<file path="config.mk">
export PLATFORM = sky130hd
export DESIGN_NAME = clamp_rr_scheduler_flat
export DESIGN_NICKNAME = d
export VERILOG_FILES = /design/src/rtl/clamp_rr_scheduler_pkg.sv /design/src/rtl/clamp_rr_scheduler_if.sv /design/src/rtl/clamp_rr_scheduler_rr_arbiter.sv /design/src/rtl/clamp_rr_scheduler.sv /design/src/flat_wrapper.sv
export SDC_FILE = /design/constraint.sdc
export NUM_CORES = 1
export LEC_CHECK = 0
export CELL_PAD_IN_SITES_DETAIL_PLACEMENT = 2
export CELL_PAD_IN_SITES_GLOBAL_PLACEMENT = 2
export CORE_ASPECT_RATIO = 1.2
export CORE_UTILIZATION = 34
export CTS_BUF_LIST = sky130_fd_sc_hd__clkbuf_4 sky130_fd_sc_hd__clkbuf_8 sky130_fd_sc_hd__clkbuf_16
export DETAILED_ROUTE_END_ITERATION = 12
export PLACE_DENSITY_LB_ADDON = 0.1
export SLEW_MARGIN = 25
export SYNTH_ARGS = -nofsm -noshare
export SYNTH_HDL_FRONTEND = slang
export SYNTH_SLANG_ARGS = --single-unit
</file>
<file path="constraint.sdc">
create_clock -name clk -period 6.8 [get_ports clk]
set_clock_uncertainty 0.1 [all_clocks]
set_input_delay 1.02 -clock clk [delete_from_list [all_inputs] [get_ports clk]]
set_output_delay 1.02 -clock clk [all_outputs]
set_load 0.05 [all_outputs]
</file>
<file path="src/rtl/clamp_rr_scheduler_pkg.sv">
// Shared ALU definitions for the clamp scheduler: default widths, reset
// bounds, signed data type and output-register state encoding.
package clamp_rr_scheduler_pkg;

  localparam int DEF_DATA_W = 32;
  localparam int DEF_CNT_W  = 16;

  localparam logic [31:0] CLAMP_LO_RST = 32'h0000_0000;
  localparam logic [31:0] CLAMP_HI_RST = 32'h7FFF_FFFF;

  typedef logic signed [DEF_DATA_W-1:0] data_t;

  // Occupancy of the single result register
  typedef enum logic {
    ST_EMPTY = 1'b0,
    ST_FULL  = 1'b1
  } out_state_t;

endpackage

</file>
<file path="src/rtl/clamp_rr_scheduler_if.sv">
// Request/config/result bus of the clamp scheduler. The master side issues
// requests and bound writes; the slave side is the scheduler itself.
interface clamp_rr_scheduler_if
  import clamp_rr_scheduler_pkg::*;
#(
  parameter int NUM_REQ = 4,
  parameter int DATA_W  = DEF_DATA_W,
  parameter int ID_W    = 2
) ();

  logic                      cfg_we;
  logic [ID_W-1:0]           cfg_id;
  logic [DATA_W-1:0]         cfg_lo;
  logic [DATA_W-1:0]         cfg_hi;

  logic [NUM_REQ-1:0]        req_valid;
  logic [NUM_REQ*DATA_W-1:0] req_data;
  logic [NUM_REQ-1:0]        req_ready;

  logic                      out_valid;
  logic [DATA_W-1:0]         out_data;
  logic [ID_W-1:0]           out_id;
  logic                      out_sat;
  logic                      out_ready;

  modport master (
    output cfg_we, cfg_id, cfg_lo, cfg_hi, req_valid, req_data, out_ready,
    input  req_ready, out_valid, out_data, out_id, out_sat
  );

  modport slave (
    input  cfg_we, cfg_id, cfg_lo, cfg_hi, req_valid, req_data, out_ready,
    output req_ready, out_valid, out_data, out_id, out_sat
  );

endinterface

</file>
<file path="src/rtl/clamp_rr_scheduler_rr_arbiter.sv">
// Round-robin arbiter: grants the first asserted request strictly after the
// pointer, wrapping around, so the last winner has the lowest priority.
module rr_arbiter
  import clamp_rr_scheduler_pkg::*;
#(
  parameter int NUM_REQ = 4,
  parameter int ID_W    = 2
) (
  input  logic [NUM_REQ-1:0] req,
  input  logic [ID_W-1:0]    ptr,
  input  logic               en,
  output logic [NUM_REQ-1:0] grant,
  output logic [ID_W-1:0]    grant_idx
);

  logic [ID_W-1:0] cand;
  logic            found;

  // Scan ptr+1 .. ptr+NUM_REQ; index arithmetic wraps since NUM_REQ is 2^ID_W
  always_comb begin
    grant     = '0;
    grant_idx = '0;
    found     = 1'b0;
    cand      = '0;
    for (int unsigned k = 1; k <= NUM_REQ; k++) begin
      cand = ptr + ID_W'(k);
      if (en && !found && req[cand]) begin
        grant[cand] = 1'b1;
        grant_idx   = cand;
        found       = 1'b1;
      end
    end
  end

endmodule

</file>
<file path="src/rtl/clamp_rr_scheduler.sv">
// Shared signed clamp datapath arbitrated round-robin between NUM_REQ
// requesters, each with its own programmable bound pair. Results leave
// through a single registered valid/ready stage; clamp events are counted.
module clamp_rr_scheduler
  import clamp_rr_scheduler_pkg::*;
#(
  parameter int NUM_REQ = 4,
  parameter int DATA_W  = DEF_DATA_W,
  parameter int ID_W    = 2,
  parameter int CNT_W   = DEF_CNT_W
) (
  input  logic                    clk,
  input  logic                    rst,
  clamp_rr_scheduler_if.slave     bus,
  input  logic                    clr_cnt,
  output logic [CNT_W-1:0]        sat_cnt
);

  out_state_t               state_q, state_d;
  logic [ID_W-1:0]          ptr_q;
  logic [NUM_REQ-1:0]       gnt;
  logic [ID_W-1:0]          gnt_idx;
  logic                     free;
  logic                     accept;

  logic signed [DATA_W-1:0] lo_q [NUM_REQ];
  logic signed [DATA_W-1:0] hi_q [NUM_REQ];

  logic signed [DATA_W-1:0] in_sel, lo_sel, hi_sel, clamp_val;
  logic                     clamp_sat;

  logic [DATA_W-1:0]        out_data_q;
  logic [ID_W-1:0]          out_id_q;
  logic                     out_sat_q;
  logic [CNT_W-1:0]         cnt_q;

  assign free = (state_q == ST_EMPTY) || bus.out_ready;

  rr_arbiter #(
    .NUM_REQ (NUM_REQ),
    .ID_W    (ID_W)
  ) u_arb (
    .req       (bus.req_valid),
    .ptr       (ptr_q),
    .en        (free),
    .grant     (gnt),
    .grant_idx (gnt_idx)
  );

  assign accept        = |gnt;
  assign bus.req_ready = gnt;

  // Select the granted operand and bounds; lower bound is tested first
  always_comb begin
    in_sel = '0;
    for (int unsigned i = 0; i < NUM_REQ; i++) begin
      if (gnt_idx == ID_W'(i)) in_sel = bus.req_data[i*DATA_W +: DATA_W];
    end
    lo_sel    = lo_q[gnt_idx];
    hi_sel    = hi_q[gnt_idx];
    clamp_val = in_sel;
    clamp_sat = 1'b0;
    if (in_sel < lo_sel) begin
      clamp_val = lo_sel;
      clamp_sat = 1'b1;
    end else if (in_sel > hi_sel) begin
      clamp_val = hi_sel;
      clamp_sat = 1'b1;
    end
  end

  // Result register occupancy: fill on accept, empty on drain without refill
  always_comb begin
    state_d = state_q;
    if (accept)             state_d = ST_FULL;
    else if (bus.out_ready) state_d = ST_EMPTY;
  end

  // Occupancy state register
  always_ff @(posedge clk) begin
    if (rst) state_q <= ST_EMPTY;
    else     state_q <= state_d;
  end

  // Result payload and RR pointer; payload holds across a drain
  always_ff @(posedge clk) begin
    if (rst) begin
      ptr_q      <= ID_W'(NUM_REQ - 1);
      out_data_q <= '0;
      out_id_q   <= '0;
      out_sat_q  <= 1'b0;
    end else if (accept) begin
      ptr_q      <= gnt_idx;
      out_data_q <= clamp_val;
      out_id_q   <= gnt_idx;
      out_sat_q  <= clamp_sat;
    end
  end

  // Per-requester bounds; a same-cycle accept already sampled the old values
  always_ff @(posedge clk) begin
    if (rst) begin
      for (int unsigned i = 0; i < NUM_REQ; i++) begin
        lo_q[i] <= DATA_W'(CLAMP_LO_RST);
        hi_q[i] <= DATA_W'(CLAMP_HI_RST);
      end
    end else if (bus.cfg_we) begin
      lo_q[bus.cfg_id] <= bus.cfg_lo;
      hi_q[bus.cfg_id] <= bus.cfg_hi;
    end
  end

  // Saturating clamp-event counter; clear wins over increment
  always_ff @(posedge clk) begin
    if (rst || clr_cnt) cnt_q <= '0;
    else if (accept && clamp_sat && (cnt_q != '1)) cnt_q <= cnt_q + 1'b1;
  end

  assign bus.out_valid = (state_q == ST_FULL);
  assign bus.out_data  = out_data_q;
  assign bus.out_id    = out_id_q;
  assign bus.out_sat   = out_sat_q;
  assign sat_cnt       = cnt_q;

endmodule

</file>
<file path="src/flat_wrapper.sv">
// flat-port wrapper written by rule: the top's interface ports become plain ports
module clamp_rr_scheduler_flat import clamp_rr_scheduler_pkg::*;
#(
  parameter int NUM_REQ = 4,
  parameter int DATA_W  = DEF_DATA_W,
  parameter int ID_W    = 2,
  parameter int CNT_W   = DEF_CNT_W
)
  (clk, rst, clr_cnt, sat_cnt, bus_cfg_we, bus_cfg_id, bus_cfg_lo, bus_cfg_hi, bus_req_valid, bus_req_data, bus_out_ready, bus_req_ready, bus_out_valid, bus_out_data, bus_out_id, bus_out_sat);
  clamp_rr_scheduler_if #(.NUM_REQ(NUM_REQ), .DATA_W(DATA_W), .ID_W(ID_W)) bus_i ();
  input  logic clk;
  input  logic rst;
  input  logic clr_cnt;
  output logic [CNT_W-1:0] sat_cnt;
  input wire logic [$bits(bus_i.cfg_we)-1:0] bus_cfg_we;
  input wire logic [$bits(bus_i.cfg_id)-1:0] bus_cfg_id;
  input wire logic [$bits(bus_i.cfg_lo)-1:0] bus_cfg_lo;
  input wire logic [$bits(bus_i.cfg_hi)-1:0] bus_cfg_hi;
  input wire logic [$bits(bus_i.req_valid)-1:0] bus_req_valid;
  input wire logic [$bits(bus_i.req_data)-1:0] bus_req_data;
  input wire logic [$bits(bus_i.out_ready)-1:0] bus_out_ready;
  output wire logic [$bits(bus_i.req_ready)-1:0] bus_req_ready;
  output wire logic [$bits(bus_i.out_valid)-1:0] bus_out_valid;
  output wire logic [$bits(bus_i.out_data)-1:0] bus_out_data;
  output wire logic [$bits(bus_i.out_id)-1:0] bus_out_id;
  output wire logic [$bits(bus_i.out_sat)-1:0] bus_out_sat;
  assign bus_i.cfg_we = bus_cfg_we;
  assign bus_i.cfg_id = bus_cfg_id;
  assign bus_i.cfg_lo = bus_cfg_lo;
  assign bus_i.cfg_hi = bus_cfg_hi;
  assign bus_i.req_valid = bus_req_valid;
  assign bus_i.req_data = bus_req_data;
  assign bus_i.out_ready = bus_out_ready;
  assign bus_req_ready = bus_i.req_ready;
  assign bus_out_valid = bus_i.out_valid;
  assign bus_out_data = bus_i.out_data;
  assign bus_out_id = bus_i.out_id;
  assign bus_out_sat = bus_i.out_sat;
  clamp_rr_scheduler #(.NUM_REQ(NUM_REQ), .DATA_W(DATA_W), .ID_W(ID_W), .CNT_W(CNT_W)) u_core (.clk(clk), .rst(rst), .bus(bus_i), .clr_cnt(clr_cnt), .sat_cnt(sat_cnt));
endmodule
</file>
==> impl_metrics.csv, run 1 <==
group,metric,value,unit
floorplan,core,50400,um^2
logic_synthesis,ys_seq_elements,310,
clock_tree,cts_tree,"yes",
logic_synthesis,synthesis.nets,2106,
sta,fin_crit,6.46,ns
grt,grt_antenna_before_repair,1,
sta,fmax,155,MHz
final_layout,stdcell_area,22500,um^2
clock_tree,clock-sinks,310,
place,dpl_cell_area,21200,um^2
grt,grt_util_all_layers,0.262,
routing,num_vias,15000,
routing,viasPerCell,5.40,
setup_path,start_kind,"input pin",
floorplan,initial_core_util,0.345,
floorplan,io_pins,259,
logic_synthesis,synth_top_cell_area_share,0.441,
logic_synthesis,async_flop_share,0,
routing,wl,68000,um
worst_hold_path,hp-class,"reg2reg",
floorplan,rows,90,
grt,grt_max_degree,65,
logic_synthesis,ys_seq_area_frac,0.503,
grt,grt_first_pass_wirelength,103000,um
grt,grt_overflow,0,
sta,holdWs,0.371,ns
final_layout,area_delta_synth_final,29.2,%
logic_synthesis,ys.flop_type,"edfxtp_1",
sta,rsz0062_at_grt,"no",
logic_synthesis,syn_area,17400,um^2
clock_tree,cts_root_buf,"clkbuf_16",
setup_path,cpMostUsedCell,"buf_12",
setup_path,crit_type,"in2reg",
sta,slew_violations,0,
place,portBuffers,258,
sta,slew_headroom,0.364,
job,cap_viol_max_count,0,
setup_path,critPathMaxFanout,64,
logic_synthesis,synth_area_leader_cell,"edfxtp_1",
setup_path,cpMaxStageDelayCell,"mux4_2",
clock_tree,post_cts_buffers,0,
logic_synthesis,syn-mean-instance-area,9.51,um^2
clock_tree,post_cts_resized,0,
final_layout,final_cell_mix,"nand2_1, clkdlybuf4s50_1, edfxtp_1",
logic_synthesis,synth.distinct_cells,64,
setup_path,crit_chain,"clkdlybuf4s50_1 -> mux4_2 -> a2111oi_4 -> nor2_4 -> buf_12 -> buf_12 -> o21ai_0 -> ha_1 -> a211oi_1 -> o21ai_1 -> a2111oi_0 -> buf_4 -> o41ai_1 -> a21oi_1 -> mux2i_2 -> o31ai_4 -> buf_12 -> or4_1 -> a21oi_1",
setup_path,worstPathArrival,6.83,ns
sta,finalHoldViolations,0,
routing,first_pass_iters,4,
routing,post_drt_wl_per_cell,24.5,um
place,placedCellCount,2704,
logic_synthesis,yosysWarnings,0,
logic_synthesis,synth_edf_count,256,
setup_path,critPathBufInv,5,
final_layout,instances_no_fill,2772,
routing,drtIter0Drc,747,
final_layout,layout_commonest_cell,"nand2_1",
clock_tree,hold_buffers,0,
place,hpwl,47000,um
setup_path,slowest_delay,0.62,ns
clock_tree,cts.htree.levels,2,
clock_tree,clockBufferDepth,3,
status,outcome,"completed",
routing,drtAntennaViolNets,0,
setup_path,endpoint_kind,"flop",
logic_synthesis,synth_cells,1832,
clock_tree,cts_made_buffers,37,
sta,fin_crit_sh,0.949,
setup_path,cp.required,7.17,ns
logic_synthesis,synthTopCellsByArea,"edfxtp_1, nand2_1, dfxtp_1, and2_1, ha_1",
clock_tree,clk_latency,0.56,ns
final_layout,drive_gt1_frac,0.0940,
place,place_congestion,0.880,
sta,finalSetupViolCount,0,
setup_path,crit_family,"compound AO/OA/AOI/OAI gates",
floorplan,die_h,250,um
final_layout,fin_nets,2373,
clock_tree,clk_pin_slew_worst_paths,0.06,ns
sta,tightest_slew,0.954,ns
routing,drc,0,
floorplan,die_area,52200,um^2
grt,first_global_vias,16700,
floorplan,die_w,209,um
==> synthesized netlist by cell type (all sizes together), types with 3 or more instances <==
cell and n:
a31oi 37, o2111ai 3, nand3b 4, and3 37, mux2 7, a21oi 30, nor2b 4, mux2i 36
nor2 23, o21ai 88, nand4 17, dfxtp 54, o31ai 4, or2 7, a221oi 4, a21o 5
buf 34, a32o 32, nand2 462, clkbuf 89, ha 71, o221ai 3, nand3 112, a211oi 8
nor3b 5, nor3 6, o21a 3, edfxtp 256, nand2b 136, inv 44, and2 165, or3 15
a2111oi 4
==> cells by family (layout without fill, tap and decap cells) <==
family,count (synthesis),count (layout),share of synthesized area
simple gates,1000,1000,0.283
flops,310,310,0.503
compound gates,238,238,0.0962
buf+inv,167,462,0.0386
fa+ha+maj,71,71,0.0510
mux,45,45,0.0278
xor+xnor,1,1,0.000503
other cells,0,1,0
==> registers in the layout (all words and copies together) (netlist names) <==
name,count
u_core.bus.out_data,32
u_core.bus.out_id,2
u_core.bus.out_sat,1
u_core.bus.out_valid,1
u_core.hi_q,128
u_core.lo_q,128
u_core.ptr_q,2
u_core.sat_cnt,16
==> final timing paths <==
path / startpoint / to / slack, ns / cells after the start
max: bus_req_valid[2] / u_core.sat_cnt[15]$_SDFFE_PP0P_ / 0.34 / 19
min: u_core.bus.out_data[24]$_SDFFE_PP0P_ / u_core.bus.out_data[24]$_SDFFE_PP0P_ / 0.37 / 1
max reg2reg: u_core.ptr_q[0]$_SDFFE_PP1P_ / u_core.sat_cnt[15]$_SDFFE_PP0P_ / 0.47 / 21
min reg2reg: u_core.bus.out_data[24]$_SDFFE_PP0P_ / u_core.bus.out_data[24]$_SDFFE_PP0P_ / 0.37 / 1
==> through the flow <==
step | utilization | setup slack (ns) | setup TNS (ns)
after floorplan | - | 0.842 | 0
after global placement | 0.421 | -0.000396 | -0.000396
after detailed placement | 0.421 | -0.237 | -4.62
after CTS | 0.446 | 0.318 | 0
after global routing | 0.446 | 0.00491 | 0
final | 0.446 | 0.343 | 0
==> worst reg2reg max path, stage by stage (launching register included) <==
cell	delay [ns]
dfxtp_1	0.33
inv_1	0.14
ha_1	0.49
mux2_2	0.39
mux2_2	0.31
a21oi_1	0.48
nor2_4	0.08
buf_12	0.20
buf_12	0.21
o21ai_0	0.49
ha_1	0.34
a211oi_1	0.24
o21ai_1	0.13
a2111oi_0	0.45
buf_4	0.19
o41ai_1	0.07
a21oi_1	0.31
mux2i_2	0.38
o31ai_4	0.11
buf_12	0.18
or4_1	0.49
a21oi_1	0.17
==> per-layer routing <==
layer	global-route usage	share of wire	up-vias
met5	0	0	-
met1	0.294	0.40	7660
met4	0.0796	0.027	0
met3	0.0312	0.031	83
li1	-	-	6920
met2	0.507	0.54	310
==> area by class of cell <==
class,instances,area [um^2]
Timing Repair Buffer,351,3440
Sequential cell,310,8770
Antenna cell,1,2.50
Inverter,44,165
Multi-Input combinational cell,1355,8070
Clock buffer,45,1000
Clock inverter,22,268
Tap cell,644,806
Fill cell,5316,27900
Power of run 1 is not shown: default switching activity piles up to over one toggle a cycle in this logic, so the estimate is an artifact.
==> run 2, diff against run 1 <==
--- a/config.mk
+++ b/config.mk
@@ -10,6 +10,7 @@
 export CORE_ASPECT_RATIO = 1.2
 export CORE_UTILIZATION = 34
 export CTS_BUF_LIST = sky130_fd_sc_hd__clkbuf_4 sky130_fd_sc_hd__clkbuf_8 sky130_fd_sc_hd__clkbuf_16
+export CTS_CLUSTER_DIAMETER = 50
 export DETAILED_ROUTE_END_ITERATION = 12
 export PLACE_DENSITY_LB_ADDON = 0.1
 export SLEW_MARGIN = 25
==> impl_metrics.csv, run 2 (synthesized netlist as in run 1, its figures left out) <==
group,metric,value,unit
routing,drc,0,
setup_path,critPathMaxFanout,64,
place,dpl_cell_area,21200,um^2
clock_tree,cts_made_buffers,41,
routing,wl,67700,um
final_layout,final_cell_mix,"nand2_1, clkdlybuf4s50_1, edfxtp_1",
sta,fmax,156,MHz
floorplan,die_w,209,um
routing,drtAntennaViolNets,0,
final_layout,drive_gt1_frac,0.0989,
place,placedCellCount,2704,
clock_tree,post_cts_resized,0,
setup_path,cp-endpoint,"u_core.sat_cnt[15]$_SDFFE_PP0P_",
clock_tree,hold_buffers,0,
sta,slew_headroom,0.355,
routing,drtIter0Drc,824,
final_layout,fin_nets,2377,
setup_path,reg2reg_from,"u_core.ptr_q[0]$_SDFFE_PP1P_",
setup_path,start_kind,"input pin",
worst_hold_path,min_from,"u_core.bus.out_data[29]$_SDFFE_PP0P_",
routing,viasPerCell,5.39,
clock_tree,clockBufferDepth,3,
grt,grt_first_pass_wirelength,103000,um
clock_tree,clock-sinks,310,
clock_tree,cts_tree,"yes",
sta,finalSetupViolCount,0,
place,hpwl,47000,um
floorplan,initial_core_util,0.345,
grt,grt_antenna_before_repair,2,
job,cap_viol_max_count,0,
sta,fin_crit,6.42,ns
sta,fin_crit_sh,0.945,
grt,first_global_vias,16700,
setup_path,r2r_end,"u_core.sat_cnt[15]$_SDFFE_PP0P_",
worst_hold_path,hp-class,"reg2reg",
status,outcome,"completed",
grt,grt_util_all_layers,0.261,
floorplan,core,50400,um^2
setup_path,worstPathArrival,6.81,ns
final_layout,post-route-util,0.447,
place,portBuffers,258,
final_layout,fillers,5297,
sta,rsz0062_at_grt,"no",
setup_path,crit_type,"in2reg",
setup_path,endpoint_kind,"flop",
final_layout,layout_commonest_cell,"nand2_1",
place,place_congestion,0.880,
final_layout,regArea,8770,um^2
sta,slew_violations,0,
floorplan,die_area,52200,um^2
clock_tree,clk_latency,0.57,ns
setup_path,cp.required,7.18,ns
grt,grt_max_degree,65,
routing,post_drt_wl_per_cell,24.3,um
clock_tree,cts.htree.levels,2,
grt,grt_overflow,0,
routing,num_vias,15000,
clock_tree,clk_pin_slew_worst_paths,0.06,ns
sta,finalHoldViolations,0,
final_layout,instances_no_fill,2780,
sta,fin_ws,0.375,ns
routing,first_pass_iters,5,
floorplan,io_pins,259,
sta,tightest_slew,0.968,ns
floorplan,die_h,250,um
clock_tree,post_cts_buffers,0,
floorplan,rows,90,
final_layout,stdcell_area,22600,um^2
setup_path,worst_r2r_path_depth,21,
place,dpl_worst_slack,-0.237,ns
final_layout,area_delta_synth_final,29.5,%
setup_path,setup.worst_path.start,"bus_req_valid[2]",
clock_tree,cts_root_buf,"clkbuf_16",
final_layout,multi_input_area,8070,um^2
setup_path,ff2ff_setup_slack,0.53,ns
run 2: changes by cell type in the layout (fill, tap and decap cells not counted), sizes merged:
cell / delta
diode: +1
clkinvlp: +5
inv: +4
clkbuf: +8
clkinv: -5
bufinv: -5
run 2: routing by layer:
metal,wire length (um),vias to the layer above,track usage
li1,-,6925,-
met1,27200,7678,0.293
met2,36500,310,0.500
met3,2070,84,0.0357
met4,1940,0,0.0845
met5,0,-,0
run 2: area by class of cell:
class	instances	share of cell area
Clock inverter	21	0.00704
Timing Repair Buffer	351	0.152
Multi-Input combinational cell	1355	0.358
Antenna cell	2	0.000222
Tap cell	644	0.0357
Sequential cell	310	0.389
Clock buffer	53	0.0510
Inverter	44	0.00732
run 2: per-stage QoR:
stage	TNS, ns	hold WS [ns]
floorplan	0	0.554
global placement	-0.000396	0.355
detailed placement	-4.62	0.365
CTS	0	0.378
global route	0	0.401
finish	0	0.377
run 2: worst min path at each step:
| stage | cells past startpoint | slack, ns | to |
|---|---|---|---|
| finish | 1 | 0.38 | u_core.bus.out_data[29]$_SDFFE_PP0P_ |
| global route | 1 | 0.40 | u_core.bus.out_data[28]$_SDFFE_PP0P_ |
| CTS | 1 | 0.38 | u_core.bus.out_data[29]$_SDFFE_PP0P_ |
| detailed placement | 1 | 0.36 | u_core.bus.out_data[29]$_SDFFE_PP0P_ |
| global placement | 1 | 0.36 | u_core.bus.out_data[29]$_SDFFE_PP0P_ |
| floorplan | 2 | 0.55 | u_core.ptr_q[1]$_SDFFE_PP1P_ |
run 2: worst max-delay path, cell delays in order:
cell	delay [ns]
clkdlybuf4s50_1	0.53
mux4_2	0.62
a2111oi_4	0.59
nor2_4	0.10
buf_12	0.19
buf_12	0.20
o21ai_0	0.42
ha_1	0.34
a211oi_1	0.24
o21ai_1	0.13
a2111oi_0	0.45
buf_4	0.19
o41ai_1	0.07
a21oi_1	0.32
mux2i_2	0.38
o31ai_4	0.11
buf_12	0.18
or4_1	0.47
a21oi_1	0.17
Power of run 2 is left out for the same reason.
==> run 3, diff against run 2 <==
--- a/config.mk
+++ b/config.mk
@@ -8,7 +8,7 @@
 export CELL_PAD_IN_SITES_DETAIL_PLACEMENT = 2
 export CELL_PAD_IN_SITES_GLOBAL_PLACEMENT = 2
 export CORE_ASPECT_RATIO = 1.2
-export CORE_UTILIZATION = 34
+export CORE_UTILIZATION = 37
 export CTS_BUF_LIST = sky130_fd_sc_hd__clkbuf_4 sky130_fd_sc_hd__clkbuf_8 sky130_fd_sc_hd__clkbuf_16
 export CTS_CLUSTER_DIAMETER = 50
 export DETAILED_ROUTE_END_ITERATION = 12
@@ -16,4 +16,5 @@
 export SLEW_MARGIN = 25
 export SYNTH_ARGS = -nofsm -noshare
 export SYNTH_HDL_FRONTEND = slang
+export SYNTH_HIERARCHICAL = 1
 export SYNTH_SLANG_ARGS = --single-unit
==> impl_metrics.csv, run 3 <==
group,metric,value,unit
logic_synthesis,synth.distinct_cells,58,
power_and_ir_drop,seq_power_share,0.199,
sta,rsz0062_at_grt,"no",
power_and_ir_drop,clock_power_share,0.174,
floorplan,die_h,233,um
logic_synthesis,ys_seq_area_frac,0.533,
routing,post_drt_wl_per_cell,26.3,um
setup_path,start_kind,"input pin",
power_and_ir_drop,finalPower,0.0119,W
routing,first_pass_iters,6,
sta,slew_headroom,0.435,
final_layout,stdcell_area,21200,um^2
logic_synthesis,synth_cells,1246,
routing,drtIter0Drc,573,
logic_synthesis,synthXorXnorAreaFrac,0,
grt,grt_max_degree,65,
sta,finalHoldViolations,0,
logic_synthesis,yosys-top-cells-count,"edfxtp_1, and2_1, nand2b_1",
clock_tree,clock-sinks,310,
power_and_ir_drop,p_per_area,564,nW/um^2
sta,fmax,161,MHz
logic_synthesis,synth-compound-area-share,0.0635,
final_layout,final_cell_mix,"clkdlybuf4s50_1, edfxtp_1, and2_1",
power_and_ir_drop,comb_power_share,0.627,
setup_path,critPathMaxFanout,32,
logic_synthesis,ys_seq_elements,310,
sta,fin_crit,6.19,ns
logic_synthesis,synth_top_cell_area_share,0.467,
clock_tree,post_cts_buffers,0,
sta,tightest_slew,0.848,ns
clock_tree,clk_latency,0.56,ns
logic_synthesis,yosys-mux-area-fraction,0.158,
sta,finalSetupViolCount,0,
routing,wl,55200,um
place,hpwl,38500,um
final_layout,layout_commonest_cell,"clkdlybuf4s50_1",
setup_path,crit_type,"in2reg",
worst_hold_path,hp-class,"reg2reg",
routing,num_vias,11600,
logic_synthesis,synth_edf_count,256,
setup_path,reg2reg_from,"u_core/ptr_q[1]$_SDFFE_PP1P_",
routing,drtAntennaViolNets,0,
floorplan,die_area,45300,um^2
routing,drc,0,
clock_tree,post_cts_resized,0,
sta,fin_tns_setup,0,ns
logic_synthesis,async_flop_share,0,
logic_synthesis,synth_area_leader_cell,"edfxtp_1",
grt,grt_util_all_layers,0.250,
place,portBuffers,258,
clock_tree,cts_tree,"yes",
power_and_ir_drop,ir_worst_vdd,471,uV
grt,grt_first_pass_wirelength,83100,um
setup_path,worstPathArrival,6.58,ns
floorplan,die_w,194,um
grt,grt_overflow,0,
clock_tree,cts.htree.levels,2,
final_layout,instances_no_fill,2099,
logic_synthesis,syn_area,16500,um^2
clock_tree,clockBufferDepth,3,
final_layout,drive_gt1_frac,0.151,
floorplan,core,43800,um^2
final_layout,fin_nets,1781,
setup_path,cp.required,7.18,ns
setup_path,endpoint_kind,"flop",
logic_synthesis,yosysMostFrequentCell,"edfxtp_1",
power_and_ir_drop,p_int,0.00658,W
clock_tree,cts_root_buf,"clkbuf_16",
logic_synthesis,ys.flop_type,"edfxtp_1",
floorplan,initial_core_util,0.375,
sta,slew_violations,0,
logic_synthesis,synthesis.nets,1520,
job,cap_viol_max_count,0,
final_layout,post-route-util,0.483,
logic_synthesis,syn-mean-instance-area,13.2,um^2
logic_synthesis,synth_top_family_by_area,"multiplexers",
power_and_ir_drop,p_switching,0.00537,W
routing,viasPerCell,5.54,
logic_synthesis,yosysWarnings,6,
logic_synthesis,synthSimpleGateAreaFrac,0.155,
floorplan,io_pins,259,
power_and_ir_drop,leakagePower,7.62,nW
floorplan,rows,84,
clock_tree,cts_made_buffers,40,
logic_synthesis,synth_adder_area_share,0.0540,
logic_synthesis,synthTopCellsByArea,"edfxtp_1, mux4_2, dfxtp_1, ha_1, and2_1",
power_and_ir_drop,p_sw_frac,0.449,
place,placedCellCount,2024,
sta,fin_crit_sh,0.911,
clock_tree,hold_buffers,0,
clock_tree,clk_pin_slew_worst_paths,0.06,ns
place,dpl_cell_area,19900,um^2
setup_path,setup.worst_path.start,"bus_req_valid[0]",
worst_hold_path,min_from,"u_core/bus.out_id[0]$_SDFFE_PP0P_",
grt,first_global_vias,13300,
status,outcome,"completed",
place,place_congestion,0.791,
grt,grt_antenna_before_repair,3,
final_layout,area_delta_synth_final,28.8,%
==> run 3: kinds of logic (layout without fill, tap and decap cells) <==
logic type	Yosys count	after routing
AND/OR/NAND/NOR	410	410
AO/OA/AOI/OAI	170	170
multiplexers	135	135
adder cells (fa/ha/maj)	71	71
flip-flops	310	310
other	0	2
buffers and inverters	150	442
==> run 3: power groups by stage <==
| stage | clock network [W] | registers (W) | logic, W |
|---|---|---|---|
| 2_1_floorplan | 0 | 0.00261 | 0.00470 |
| 3_3_place_gp | 0 | 0.00240 | 0.00732 |
| 3_5_place_dp | 0 | 0.00242 | 0.00756 |
| 4_1_cts | 0.00213 | 0.00238 | 0.00763 |
| 5_1_grt | 0.00218 | 0.00240 | 0.00815 |
| 6_report | 0.00208 | 0.00238 | 0.00750 |
==> run 3: final cells by class <==
class	instances	area, um^2
repair buffers	300	3020
clock inverters	22	184
well taps	559	699
flip-flops and latches	310	8770
inverters	69	259
multi-input cells	786	7140
fillers	4270	22600
clock buffers	51	1110
diodes	2	5.00
==> run 3: worst max-delay path: stages <==
cell	delay (ns)
clkdlybuf4s50_1	0.48
mux4_2	0.54
nor2b_1	0.30
o21bai_1	0.16
a21oi_4	0.24
buf_12	0.23
buf_4	0.25
mux4_2	0.57
ha_1	0.35
nand4_1	0.20
nor4_1	0.42
buf_4	0.22
inv_1	0.05
o211ai_1	0.30
o21ba_1	0.27
o31ai_4	0.09
buf_12	0.20
or4_1	0.51
a21oi_1	0.15
==> run 3: final timing paths <==
| path | to | slack [ns] | cells past startpoint |
|---|---|---|---|
| worst min register to register | u_core/bus.out_id[0]$_SDFFE_PP0P_ | 0.36 | 2 |
| worst min-delay path | u_core/bus.out_id[0]$_SDFFE_PP0P_ | 0.36 | 2 |
| worst max register to register | u_core/sat_cnt[4]$_SDFFE_PP0P_ | 0.77 | 21 |
| worst max-delay path | u_core/sat_cnt[4]$_SDFFE_PP0P_ | 0.61 | 19 |
==> run 3: metal layers <==
metal  share of wire  global-route usage  vias to the layer above  wire length, um
li1                -                   -                     5213                -
met1            0.38               0.277                     6009            21100
met2            0.54               0.474                      315            29700
met3           0.048              0.0459                       83             2660
met4           0.033              0.0915                        2             1800
met5         0.00024                   0                        -               13
==> run 3: through the flow <==
stage	hold WS [ns]	worst slack (ns)
finish	0.360	0.607
global route	0.395	0.264
detailed placement	0.358	0.0178
CTS	0.366	0.594
global placement	0.350	0.289
floorplan	0.448	0.744
No activity file was read; power rests on OpenSTA's default activity.
